## src/rtl/fp_norm_arbiter.sv

```systemverilog
// Round-robin arbiter for a shared pipelined FP normaliser. It tags each issued op with its
// requester ID, returns registered ID-tagged results and bounds outstanding ops per requester.
module fp_norm_arbiter #(
    parameter int NUM_REQ = 4,
    parameter int LATENCY = 1,
    parameter int MAX_OUT = 2,
    localparam int IW = (NUM_REQ > 1) ? $clog2(NUM_REQ) : 1,
    localparam int CW = $clog2(MAX_OUT + 1)
) (
    input  logic                    clk,
    input  logic                    rst_n,
    input  logic [NUM_REQ-1:0]      req_valid,
    output logic [NUM_REQ-1:0]      req_ready,
    input  logic [NUM_REQ-1:0]      req_sign,
    input  logic [7*NUM_REQ-1:0]    req_exponent,
    input  logic [18*NUM_REQ-1:0]   req_mantissa,
    input  logic [NUM_REQ-1:0]      req_is_cvtfr,
    input  logic                    hold,
    output logic                    norm_sign,
    output logic [6:0]              norm_exponent,
    output logic [17:0]             norm_mantissa,
    output logic                    norm_is_cvtfr,
    input  logic                    unit_sign,
    input  logic [6:0]              unit_exponent,
    input  logic [16:0]             unit_mantissa,
    output logic                    rsp_valid,
    output logic [IW-1:0]           rsp_id,
    output logic                    rsp_sign,
    output logic [6:0]              rsp_exponent,
    output logic [16:0]             rsp_mantissa,
    output logic                    busy
);

    logic [IW-1:0]                ptr_r;
    logic [NUM_REQ-1:0][CW-1:0]   cnt_r;
    logic [LATENCY-1:0]           tag_v_r;
    logic [LATENCY-1:0][IW-1:0]   tag_id_r;
    logic                         rsp_valid_r;
    logic [IW-1:0]                rsp_id_r;
    logic                         rsp_sign_r;
    logic [6:0]                   rsp_exponent_r;
    logic [16:0]                  rsp_mantissa_r;

    logic [NUM_REQ-1:0]           elig_s;
    logic [NUM_REQ-1:0]           inc_s;
    logic [NUM_REQ-1:0]           dec_s;
    logic                         grant_s;
    logic [IW-1:0]                winner_s;

    // Eligibility uses registered credits only; a same-cycle response does not free a slot.
    always_comb begin
        elig_s = '0;
        inc_s  = '0;
        dec_s  = '0;
        for (int i = 0; i < NUM_REQ; i++) begin
            elig_s[i] = req_valid[i] && !hold && rst_n && (cnt_r[i] < CW'(MAX_OUT));
            inc_s[i]  = grant_s && (winner_s == IW'(i));
            dec_s[i]  = rsp_valid_r && (rsp_id_r == IW'(i));
        end
    end

    // Round-robin search starting at ptr_r; first eligible index wins.
    always_comb begin
        int idx;
        grant_s  = 1'b0;
        winner_s = '0;
        idx      = 0;
        for (int k = 0; k < NUM_REQ; k++) begin
            idx = int'(ptr_r) + k;
            if (idx >= NUM_REQ) begin
                idx = idx - NUM_REQ;
            end else begin
                idx = idx;
            end
            if (!grant_s && elig_s[idx]) begin
                grant_s  = 1'b1;
                winner_s = IW'(idx);
            end else begin
                grant_s  = grant_s;
            end
        end
    end

    // Grant vector and operand mux; a non-grant cycle issues an all-zero bubble.
    always_comb begin
        req_ready     = '0;
        norm_sign     = 1'b0;
        norm_exponent = 7'd0;
        norm_mantissa = 18'd0;
        norm_is_cvtfr = 1'b0;
        if (grant_s) begin
            req_ready[winner_s] = 1'b1;
            norm_sign     = req_sign[winner_s];
            norm_exponent = req_exponent[int'(winner_s)*7 +: 7];
            norm_mantissa = req_mantissa[int'(winner_s)*18 +: 18];
            norm_is_cvtfr = req_is_cvtfr[winner_s];
        end else begin
            req_ready = '0;
        end
    end

    // Pointer, credits, tag pipe and registered response.
    always_ff @(posedge clk) begin
        if (!rst_n) begin
            ptr_r          <= '0;
            cnt_r          <= '0;
            tag_v_r        <= '0;
            tag_id_r       <= '0;
            rsp_valid_r    <= 1'b0;
            rsp_id_r       <= '0;
            rsp_sign_r     <= 1'b0;
            rsp_exponent_r <= 7'd0;
            rsp_mantissa_r <= 17'd0;
        end else begin
            if (grant_s) begin
                ptr_r <= (winner_s == IW'(NUM_REQ - 1)) ? IW'(0) : winner_s + IW'(1);
            end
            for (int i = 0; i < NUM_REQ; i++) begin
                case ({inc_s[i], dec_s[i]})
                    2'b10:   cnt_r[i] <= cnt_r[i] + CW'(1);
                    2'b01:   cnt_r[i] <= cnt_r[i] - CW'(1);
                    default: cnt_r[i] <= cnt_r[i];
                endcase
            end
            for (int s = LATENCY - 1; s > 0; s--) begin
                tag_v_r[s]  <= tag_v_r[s-1];
                tag_id_r[s] <= tag_id_r[s-1];
            end
            tag_v_r[0]  <= grant_s;
            tag_id_r[0] <= winner_s;
            if (tag_v_r[LATENCY-1]) begin
                rsp_valid_r    <= 1'b1;
                rsp_id_r       <= tag_id_r[LATENCY-1];
                rsp_sign_r     <= unit_sign;
                rsp_exponent_r <= unit_exponent;
                rsp_mantissa_r <= unit_mantissa;
            end else begin
                rsp_valid_r    <= 1'b0;
            end
        end
    end

    assign rsp_valid    = rsp_valid_r;
    assign rsp_id       = rsp_id_r;
    assign rsp_sign     = rsp_sign_r;
    assign rsp_exponent = rsp_exponent_r;
    assign rsp_mantissa = rsp_mantissa_r;
    assign busy         = (|tag_v_r) || rsp_valid_r;

    fp_norm_arbiter_chk #(.NUM_REQ(NUM_REQ), .MAX_OUT(MAX_OUT), .CW(CW)) u_chk (
        .clk   (clk),
        .rst_n (rst_n),
        .cnt   (cnt_r),
        .inc   (inc_s),
        .dec   (dec_s)
    );

endmodule

// Credit-counter bounds: no underflow on a response, no overflow on a grant.
module fp_norm_arbiter_chk #(
    parameter int NUM_REQ = 4,
    parameter int MAX_OUT = 2,
    parameter int CW      = 2
) (
    input logic                    clk,
    input logic                    rst_n,
    input logic [NUM_REQ-1:0][CW-1:0] cnt,
    input logic [NUM_REQ-1:0]      inc,
    input logic [NUM_REQ-1:0]      dec
);
    for (genvar i = 0; i < NUM_REQ; i++) begin : g_chk
        a_no_underflow: assert property (@(posedge clk) disable iff (!rst_n)
            (dec[i] && !inc[i]) |-> (cnt[i] != CW'(0)));
        a_no_overflow: assert property (@(posedge clk) disable iff (!rst_n)
            (inc[i] && !dec[i]) |-> (cnt[i] < CW'(MAX_OUT)));
    end
endmodule

```

## config.mk

```make
export PLATFORM = sky130hd
export DESIGN_NAME = fp_norm_arbiter
export DESIGN_NICKNAME = d
export VERILOG_FILES = /design/src/rtl/fp_norm_arbiter.sv
export SDC_FILE = /design/constraint.sdc
export NUM_CORES = 1
export LEC_CHECK = 0
export CORE_ASPECT_RATIO = 1.75
export CORE_UTILIZATION = 40
export DETAILED_ROUTE_END_ITERATION = 12
export DONT_BUFFER_PORTS = 1
export PLACE_DENSITY = 0.61
export SYNTH_ARGS = -nofsm -noshare
export SYNTH_HDL_FRONTEND = slang
export SYNTH_SLANG_ARGS = --single-unit
```

## constraint.sdc

```tcl
create_clock -name clk -period 3.1 [get_ports clk]
set_input_delay 0.62 -clock clk [delete_from_list [all_inputs] [get_ports clk]]
set_output_delay 0.62 -clock clk [all_outputs]
set_load 0.005 [all_outputs]
```

Yosys cells after proc, flatten, opt, wreduce, memory -nomap -nowiden --
Cells that the tools add are included.
Storage, ports and cells: register bits 41, output and inout bits 60, logic and storage cells 136, bits of input ports 140
Operators by class: shift-type cells 2, add/subtract/negate cells 16, $lt $le $gt $ge 14, eq/ne operators 14, reduce and logical (&&, ||, !) cells 35, mux-type cells 41, $mul 2
Operator list (number):
- < comparator 32 x 4 -> 1 bit, second input constant | 4
- 2-to-1 mux 32 bit | 4
- variable part select 72 x 8 -> 18 bit | 1
- variable part select 28 x 6 -> 7 bit | 1
- logical AND 1 bit | 24
- 2-to-1 mux 1 bit | 18
- 2-to-1 mux 18 bit | 1
- equality test 2 bit, second input constant | 8
- case mux 2 bit (2 select lines) | 4
- binary-select mux 1 bit (select 2 bit) | 6
- equality test 2 x 1 -> 1 bit, second input constant | 6
- subtractor 3 x 3 -> 4 bit, second input constant | 3
- adder 2 x 1 -> 2 bit, second input constant | 5
- 2-to-1 mux 2 bit | 5
- greater-or-equal comparator 3 bit, second input constant | 3
- < comparator 2 bit, second input constant | 4
- nonzero test 2 bit | 4
- subtractor 2 x 1 -> 2 bit, second input constant | 4
- 2-to-1 mux 7 bit | 1
- adder 2 x 2 -> 3 bit, second input constant | 2
- multiplier 2 x 4 -> 6 bit, second input constant | 1
- multiplier 2 x 3 -> 5 bit, second input constant | 1
- zero test 1 bit | 4
- zero test 2 bit | 2
- 8 further kinds | 8

Logic depth before layout (Yosys ltp) --
depth in word-level cells 22, mapped depth 12, gate-level depth less buffers 10

Worst setup path before layout --
OpenSTA, ideal clock, no wires.
kind input to register, from input port hold, to register cnt_r[1] (netlist bit), required time 3.024 ns, cell stages on the path 9, path buffers 1, slack 0.378 ns, arrival 2.646 ns, library setup time 0.076 ns, path through and4bb_4 a221oi_1 o21ai_1 clkbuf_1 ha_1 nand2_1 ha_1 or3_1 a21boi_0
On the way: cells in the longest elaborated chain, start to end 21, elaborated cells on any way between the ends 45, classes of those cells eq/ne (2); mux (21); reduce/logical (22)
Ends and longest elaborated chain:
- from (decl) | RTL line 18 | input logic hold,
- zero test 1 bit * | RTL line 56 | elig_s[i] = req_valid[i] && !hold && rst_n && (cnt_r[i] < CW'(MAX_OUT));
- logical AND 1 bit (3 in a row) | RTL line 56
- binary-select mux 1 bit (select 2 bit) | RTL line 75 | if (!grant_s && elig_s[idx]) begin
- 2-to-1 mux 1 bit (implied by the code) (2 in a row) | RTL line 75
- 2-to-1 mux 1 bit | RTL line 75
- zero test 1 bit | RTL line 75
- logical AND 1 bit | RTL line 75
- 2-to-1 mux 1 bit | RTL line 75
- [... 2 more ...]
- 2-to-1 mux 1 bit | RTL line 75
- zero test 1 bit | RTL line 75
- logical AND 1 bit | RTL line 75
- 2-to-1 mux 2 bit | RTL line 75
- zero test 2 bit | RTL line 57 | inc_s[i] = grant_s && (winner_s == IW'(i));
- logical AND 1 bit * | RTL line 57
- equality test 2 x 1 -> 1 bit / equality test 2 bit (equally long branches) | RTL line 119 | case ({inc_s[i], dec_s[i]})
- case mux 2 bit (2 select lines) / nonzero test 2 bit (equally long branches)
- to (signal, indexed assignment) | RTL line 120 | 2'b10: cnt_r[i] <= cnt_r[i] + CW'(1);
- to (signal, indexed assignment) | RTL line 121 | 2'b01: cnt_r[i] <= cnt_r[i] - CW'(1);
- to (signal, indexed assignment) | RTL line 122 | default: cnt_r[i] <= cnt_r[i];
- to (decl) | RTL line 35 | logic [NUM_REQ-1:0][CW-1:0] cnt_r;
Mark *: on every way between the ends. The rest lies on a longest branch, timed or not. The select of a mux whose other input is x is not followed. A chain may end at the register's enable or synchronous reset.

Final worst setup path --
from register cnt_r[3] (netlist bit), to output port norm_mantissa[1]
On the way: cells in the longest elaborated chain, start to end 18, elaborated cells on any way between the ends 31, classes of those cells mul (1); order compare (1); shift (1); mux (21); reduce/logical (7)
Ends and longest elaborated chain:
- < comparator 2 bit * | RTL line 56
- logical AND 1 bit * | RTL line 56
- binary-select mux 1 bit (select 2 bit) | RTL line 75
- 2-to-1 mux 1 bit (implied by the code) (2 in a row) | RTL line 75
- 2-to-1 mux 1 bit | RTL line 75
- zero test 1 bit | RTL line 75
- logical AND 1 bit | RTL line 75
- 2-to-1 mux 1 bit | RTL line 75
- zero test 1 bit | RTL line 75
- logical AND 1 bit | RTL line 75
- 2-to-1 mux 1 bit | RTL line 75
- zero test 1 bit | RTL line 75
- logical AND 1 bit | RTL line 75
- 2-to-1 mux 2 bit | RTL line 75
- multiplier 2 x 4 -> 6 bit | RTL line 95 | norm_mantissa = req_mantissa[int'(winner_s)*18 +: 18];
- variable part select 72 x 8 -> 18 bit | RTL line 95
- 2-to-1 mux 18 bit * | RTL line 91 | if (grant_s) begin
- to (decl) | RTL line 21 | output logic [17:0] norm_mantissa,
Marked as above.

==> impl_metrics.prom <==
# TYPE chip_impl_metric gauge
chip_impl_info{name="status",value="finished, final reports clean"} 1
chip_impl_metric{name="worst_ir_drop_vdd",unit="V"} 0.000213
chip_impl_metric{name="mappedNetlistArea",unit="mm²"} 0.00271
chip_impl_metric{name="clock-sinks",unit=""} 41
chip_impl_metric{name="final.setup_skew",unit="ns"} 0.00296
chip_impl_metric{name="buffer_ports.inserted",unit=""} 0
chip_impl_metric{name="fmax",unit="MHz"} 344
chip_impl_metric{name="clk_latency",unit="ns"} 0.28
chip_impl_metric{name="die-area",unit="mm²"} 0.00712
chip_impl_info{name="worst_setup_path_start_kind",value="flip-flop"} 1
chip_impl_metric{name="fill_cells",unit=""} 654
chip_impl_metric{name="drive_above_1_share",unit="%"} 9.40
chip_impl_info{name="worstReg2RegStart",value="cnt_r[1]$_SDFFE_PN0P_"} 1
chip_impl_metric{name="final_net_count",unit=""} 413
chip_impl_metric{name="mappedNetlistNets",unit=""} 420
chip_impl_metric{name="vias_per_std_cell",unit=""} 5.72
chip_impl_metric{name="rr_worst_depth",unit=""} 9
chip_impl_metric{name="worstPathMaxFanout",unit=""} 54
chip_impl_metric{name="met2_usage",unit="%"} 31.8
chip_impl_metric{name="slowest_stage_delay_cp",unit="ns"} 0.37
chip_impl_metric{name="ys_async_sr_fraction",unit="%"} 0
chip_impl_metric{name="starting_density_of_the_core",unit="%"} 41.4
chip_impl_metric{name="num_antenna_cells",unit=""} 0
chip_impl_metric{name="sequential_element_share_of_the_synthesized_area",unit="%"} 30.3
chip_impl_metric{name="post-dp-hpwl",unit="mm"} 5.16
chip_impl_metric{name="total_wirelength_of_the_detailed_routed_design",unit="mm"} 6.34
chip_impl_info{name="synth_top_flop_cell",value="sky130_fd_sc_hd__dfxtp_1"} 1
chip_impl_metric{name="synthesized_netlist_cell_count",unit=""} 272
chip_impl_metric{name="number_of_post_cts_setup_repair_buffers",unit=""} 0
chip_impl_metric{name="die_width",unit="µm"} 64.2
chip_impl_info{name="endpoint_of_the_lowest_slack_register_to_register_path",value="cnt_r[7]$_SDFFE_PN0P_"} 1
chip_impl_metric{name="max_cap_violations",unit=""} 0
chip_impl_metric{name="finalMaxSlewViolations",unit=""} 0
chip_impl_metric{name="largest_buffer_count_on_any_clock_path",unit=""} 2
chip_impl_info{name="tritoncts",value="built"} 1
chip_impl_info{name="leading_post_synthesis_cells_by_cell_area",value="sky130_fd_sc_hd__dfxtp_1 30%, sky130_fd_sc_hd__mux2i_1 30%, sky130_fd_sc_hd__nor2b_1 6.9%, sky130_fd_sc_hd__o22ai_1 6.2%, sky130_fd_sc_hd__ha_1 3.7%"} 1
chip_impl_metric{name="dr_total_vias",unit=""} 1992
chip_impl_metric{name="groute.layer.met3.usage",unit="%"} 5.14
chip_impl_metric{name="boundaryPins",unit=""} 200
chip_impl_metric{name="relative_slew_margins",unit="%"} 67.6
chip_impl_metric{name="globalRouteTotalUtil",unit="%"} 17.3
chip_impl_metric{name="clk_transition_reported_paths",unit="ns"} 0.06
chip_impl_info{name="cts_root_buffer",value="sky130_fd_sc_hd__clkbuf_16"} 1
chip_impl_info{name="crit_start",value="cnt_r[3]$_SDFFE_PN0P_"} 1
chip_impl_info{name="crit_family",value="compound AO/OA/AOI/OAI gates"} 1
chip_impl_metric{name="finalHoldViolations",unit=""} 0
chip_impl_info{name="cp_cell_sequence",value="nand2b_1 > a2bb2o_2 > a22oi_4 > buf_12 > mux2i_1 > o22ai_1"} 1
chip_impl_metric{name="multi_input_area",unit="mm²"} 0.00170
chip_impl_metric{name="post_cts.resized_instances",unit=""} 0
chip_impl_metric{name="leakage_component_of_the_power",unit="nW"} 1.08
chip_impl_metric{name="global_route.overflow_total",unit=""} 0
chip_impl_metric{name="gp_congestion",unit=""} 0.804
chip_impl_metric{name="flow.area_growth_from_synthesis",unit="%"} 6.33
chip_impl_metric{name="tightest_slew",unit="ns"} 0.484
chip_impl_metric{name="ys_ff_latch",unit=""} 41
chip_impl_metric{name="cp.arrival",unit="ns"} 2.29
chip_impl_metric{name="path_buf_inv",unit=""} 1
chip_impl_info{name="setup_cp_type",value="flip-flop to primary output"} 1
chip_impl_info{name="synthDominantAreaCellType",value="sky130_fd_sc_hd__dfxtp_1"} 1
chip_impl_info{name="busiest_layer",value="met2"} 1
chip_impl_metric{name="placement_rows",unit=""} 39
chip_impl_metric{name="grt_pass1_wl",unit="mm"} 9.31
chip_impl_metric{name="antenna_found_initial",unit=""} 2
chip_impl_metric{name="wl_per_cell",unit="µm"} 18.2
chip_impl_metric{name="detail_route.first_pass.iterations",unit=""} 4
chip_impl_info{name="setup.worst_path.end_class",value="primary output"} 1
chip_impl_metric{name="period_share",unit="%"} 93.8
chip_impl_metric{name="via_count_of_the_first_global_routing_pass",unit=""} 1936
chip_impl_metric{name="synth.lib_cells_used.distinct",unit=""} 38
chip_impl_metric{name="grt_use_met1",unit="%"} 15.4
chip_impl_info{name="critPathCapture",value="norm_mantissa[1]"} 1
chip_impl_metric{name="drc",unit=""} 0
chip_impl_info{name="worst_hold_startpoint",value="rst_n"} 1
chip_impl_metric{name="hold_buffers",unit=""} 0
chip_impl_metric{name="fin_util",unit="%"} 44.0
chip_impl_metric{name="critPathRequiredTime",unit="ns"} 2.48
chip_impl_metric{name="r2r_setup_slack",unit="ns"} 0.67
chip_impl_info{name="critical-path-slowest-cell",value="sky130_fd_sc_hd__dfxtp_1"} 1
chip_impl_metric{name="seq_area",unit="µm²"} 821
chip_impl_metric{name="cts.htree.levels",unit=""} 2
chip_impl_metric{name="cts_made_buffers",unit=""} 5
chip_impl_metric{name="setup-violations-final",unit=""} 0
chip_impl_metric{name="detailedRoute.firstIterationViolations",unit=""} 68
chip_impl_metric{name="grt_max_degree",unit=""} 55
chip_impl_info{name="rsz0062_at_grt",value="false"} 1
chip_impl_info{name="min_path_type",value="primary input to flip-flop"} 1
chip_impl_metric{name="die-height",unit="µm"} 111
chip_impl_metric{name="setup_tns",unit="ns"} 0
chip_impl_metric{name="period_minus_slack",unit="ns"} 2.91
chip_impl_metric{name="power.density",unit="mW/mm²"} 520
chip_impl_metric{name="synth_area_per_cell",unit="µm²"} 9.96
chip_impl_metric{name="path_depth",unit=""} 6
chip_impl_metric{name="synth-warning-count",unit=""} 0
chip_impl_metric{name="yosys.area.top_type_share",unit="%"} 30.3
chip_impl_metric{name="route.antenna.remaining_nets",unit=""} 0
chip_impl_metric{name="core-area",unit="mm²"} 0.00654
chip_impl_metric{name="post_synth_edffs",unit=""} 0
-- how the worst min path moves through the flow --
stage / to / slack, ns / depth (start not counted)
6_report: ptr_r[1]$_SDFFE_PN0P_ / 0.47 / 1
5_1_grt: cnt_r[6]$_SDFFE_PN0P_ / 0.46 / 1
4_1_cts: cnt_r[0]$_SDFFE_PN0P_ / 0.46 / 1
3_5_place_dp: rsp_id[1]$_SDFFE_PN0P_ / 0.48 / 2
3_3_place_gp: rsp_id[0]$_SDFFE_PN0P_ / 0.47 / 2
2_1_floorplan: cnt_r[3]$_SDFFE_PN0P_ / 0.46 / 2
-- cell usage in the layout, fill, tap and decap left out, types with 2 or more instances in the layout --
cell	count
sky130_fd_sc_hd__o21ai_0	4
sky130_fd_sc_hd__inv_2	3
sky130_fd_sc_hd__inv_1	6
sky130_fd_sc_hd__ha_1	8
sky130_fd_sc_hd__and2_1	5
sky130_fd_sc_hd__or3_1	5
sky130_fd_sc_hd__nand2b_1	2
sky130_fd_sc_hd__a221oi_1	2
sky130_fd_sc_hd__xnor2_1	8
sky130_fd_sc_hd__clkbuf_16	5
sky130_fd_sc_hd__dfxtp_1	41
sky130_fd_sc_hd__a21boi_0	4
sky130_fd_sc_hd__nor2b_1	30
sky130_fd_sc_hd__buf_4	4
sky130_fd_sc_hd__nand2_1	6
sky130_fd_sc_hd__mux2i_1	82
sky130_fd_sc_hd__o22ai_1	27
sky130_fd_sc_hd__nor2_1	3
-- through the flow --
stage               power [W]  area (µm²)  std cells  setup slack [ns]  hold WS, ns
floorplan            0.000886        2710        272             0.378        0.459
global placement     0.000910        2710        340             0.326        0.468
detailed placement   0.000916        2710        340             0.291        0.480
CTS                   0.00152        2880        348             0.203        0.460
global route          0.00157        2880        348             0.131        0.463
finish                0.00150        2880        348             0.193        0.466
-- logic make-up after synthesis --
family,after synthesis,synth area share [%]
AND/OR/NAND/NOR,61,14.3
multiplexers,82,30.3
adder cells (fa/ha/maj),8,3.70
buffers and inverters,28,7.07
flip-flops,41,30.3
AO/OA/AOI/OAI,44,11.7
XOR/XNOR,8,2.59
-- registers in the layout, indices dropped and copies added, names as in the netlist --
name          count
cnt_r             8
ptr_r             2
rsp_exponent      7
rsp_id            2
rsp_mantissa     17
rsp_sign          1
rsp_valid         1
tag_id_r          2
tag_v_r           1
-- worst reg2reg max path: stages, from the launching register on --
cell and delay (ns):
sky130_fd_sc_hd__dfxtp_1 0.41, sky130_fd_sc_hd__and4bb_2 0.26, sky130_fd_sc_hd__a221oi_1 0.34, sky130_fd_sc_hd__o21ai_2 0.18, sky130_fd_sc_hd__inv_2 0.11, sky130_fd_sc_hd__ha_1 0.15, sky130_fd_sc_hd__nand2_1 0.08, sky130_fd_sc_hd__ha_1 0.34
sky130_fd_sc_hd__or3_1 0.35, sky130_fd_sc_hd__a21boi_0 0.15
-- routing by layer --
layer  wire length [µm]  vias to the layer above
met2               3240                      144
met1               2050                      865
met3                698                       21
met4                349                        0
met5                  0                        -
li1                   -                      962
-- Yosys cell counts (2+ instances only) --
cell / instances
sky130_fd_sc_hd__inv_1: 6
sky130_fd_sc_hd__o22ai_1: 27
sky130_fd_sc_hd__and2_1: 5
sky130_fd_sc_hd__a21boi_0: 4
sky130_fd_sc_hd__ha_1: 8
sky130_fd_sc_hd__clkbuf_1: 7
sky130_fd_sc_hd__dfxtp_1: 41
sky130_fd_sc_hd__xnor2_1: 8
sky130_fd_sc_hd__o21ai_1: 2
sky130_fd_sc_hd__nor2_1: 3
sky130_fd_sc_hd__buf_2: 5
sky130_fd_sc_hd__nor2b_1: 30
sky130_fd_sc_hd__buf_12: 4
sky130_fd_sc_hd__mux2i_1: 82
sky130_fd_sc_hd__nand2b_1: 2
sky130_fd_sc_hd__inv_2: 3
sky130_fd_sc_hd__or3_1: 5
sky130_fd_sc_hd__nand2_1: 6
sky130_fd_sc_hd__a221oi_1: 2
sky130_fd_sc_hd__o21ai_0: 4
-- report_power, final --
part	leakage (nW)	switching (W)	total [W]	internal [W]
clock	0.0841	0.000193	0.000595	0.000402
combinational	0.657	0.000154	0.000302	0.000148
sequential	0.337	0.0000320	0.000599	0.000567
total	1.08	0.000380	0.00150	0.00112
-- area by class of cell --
class	count	share of cell area, %
tap	82	3.56
multi-input combinational	203	59.0
clock buffer	7	4.95
sequential	41	28.5
timing repair buffer	5	1.74
clock inverter	1	1.04
inverter	9	1.17
Note: power is estimated with default switching activity, not from simulation.
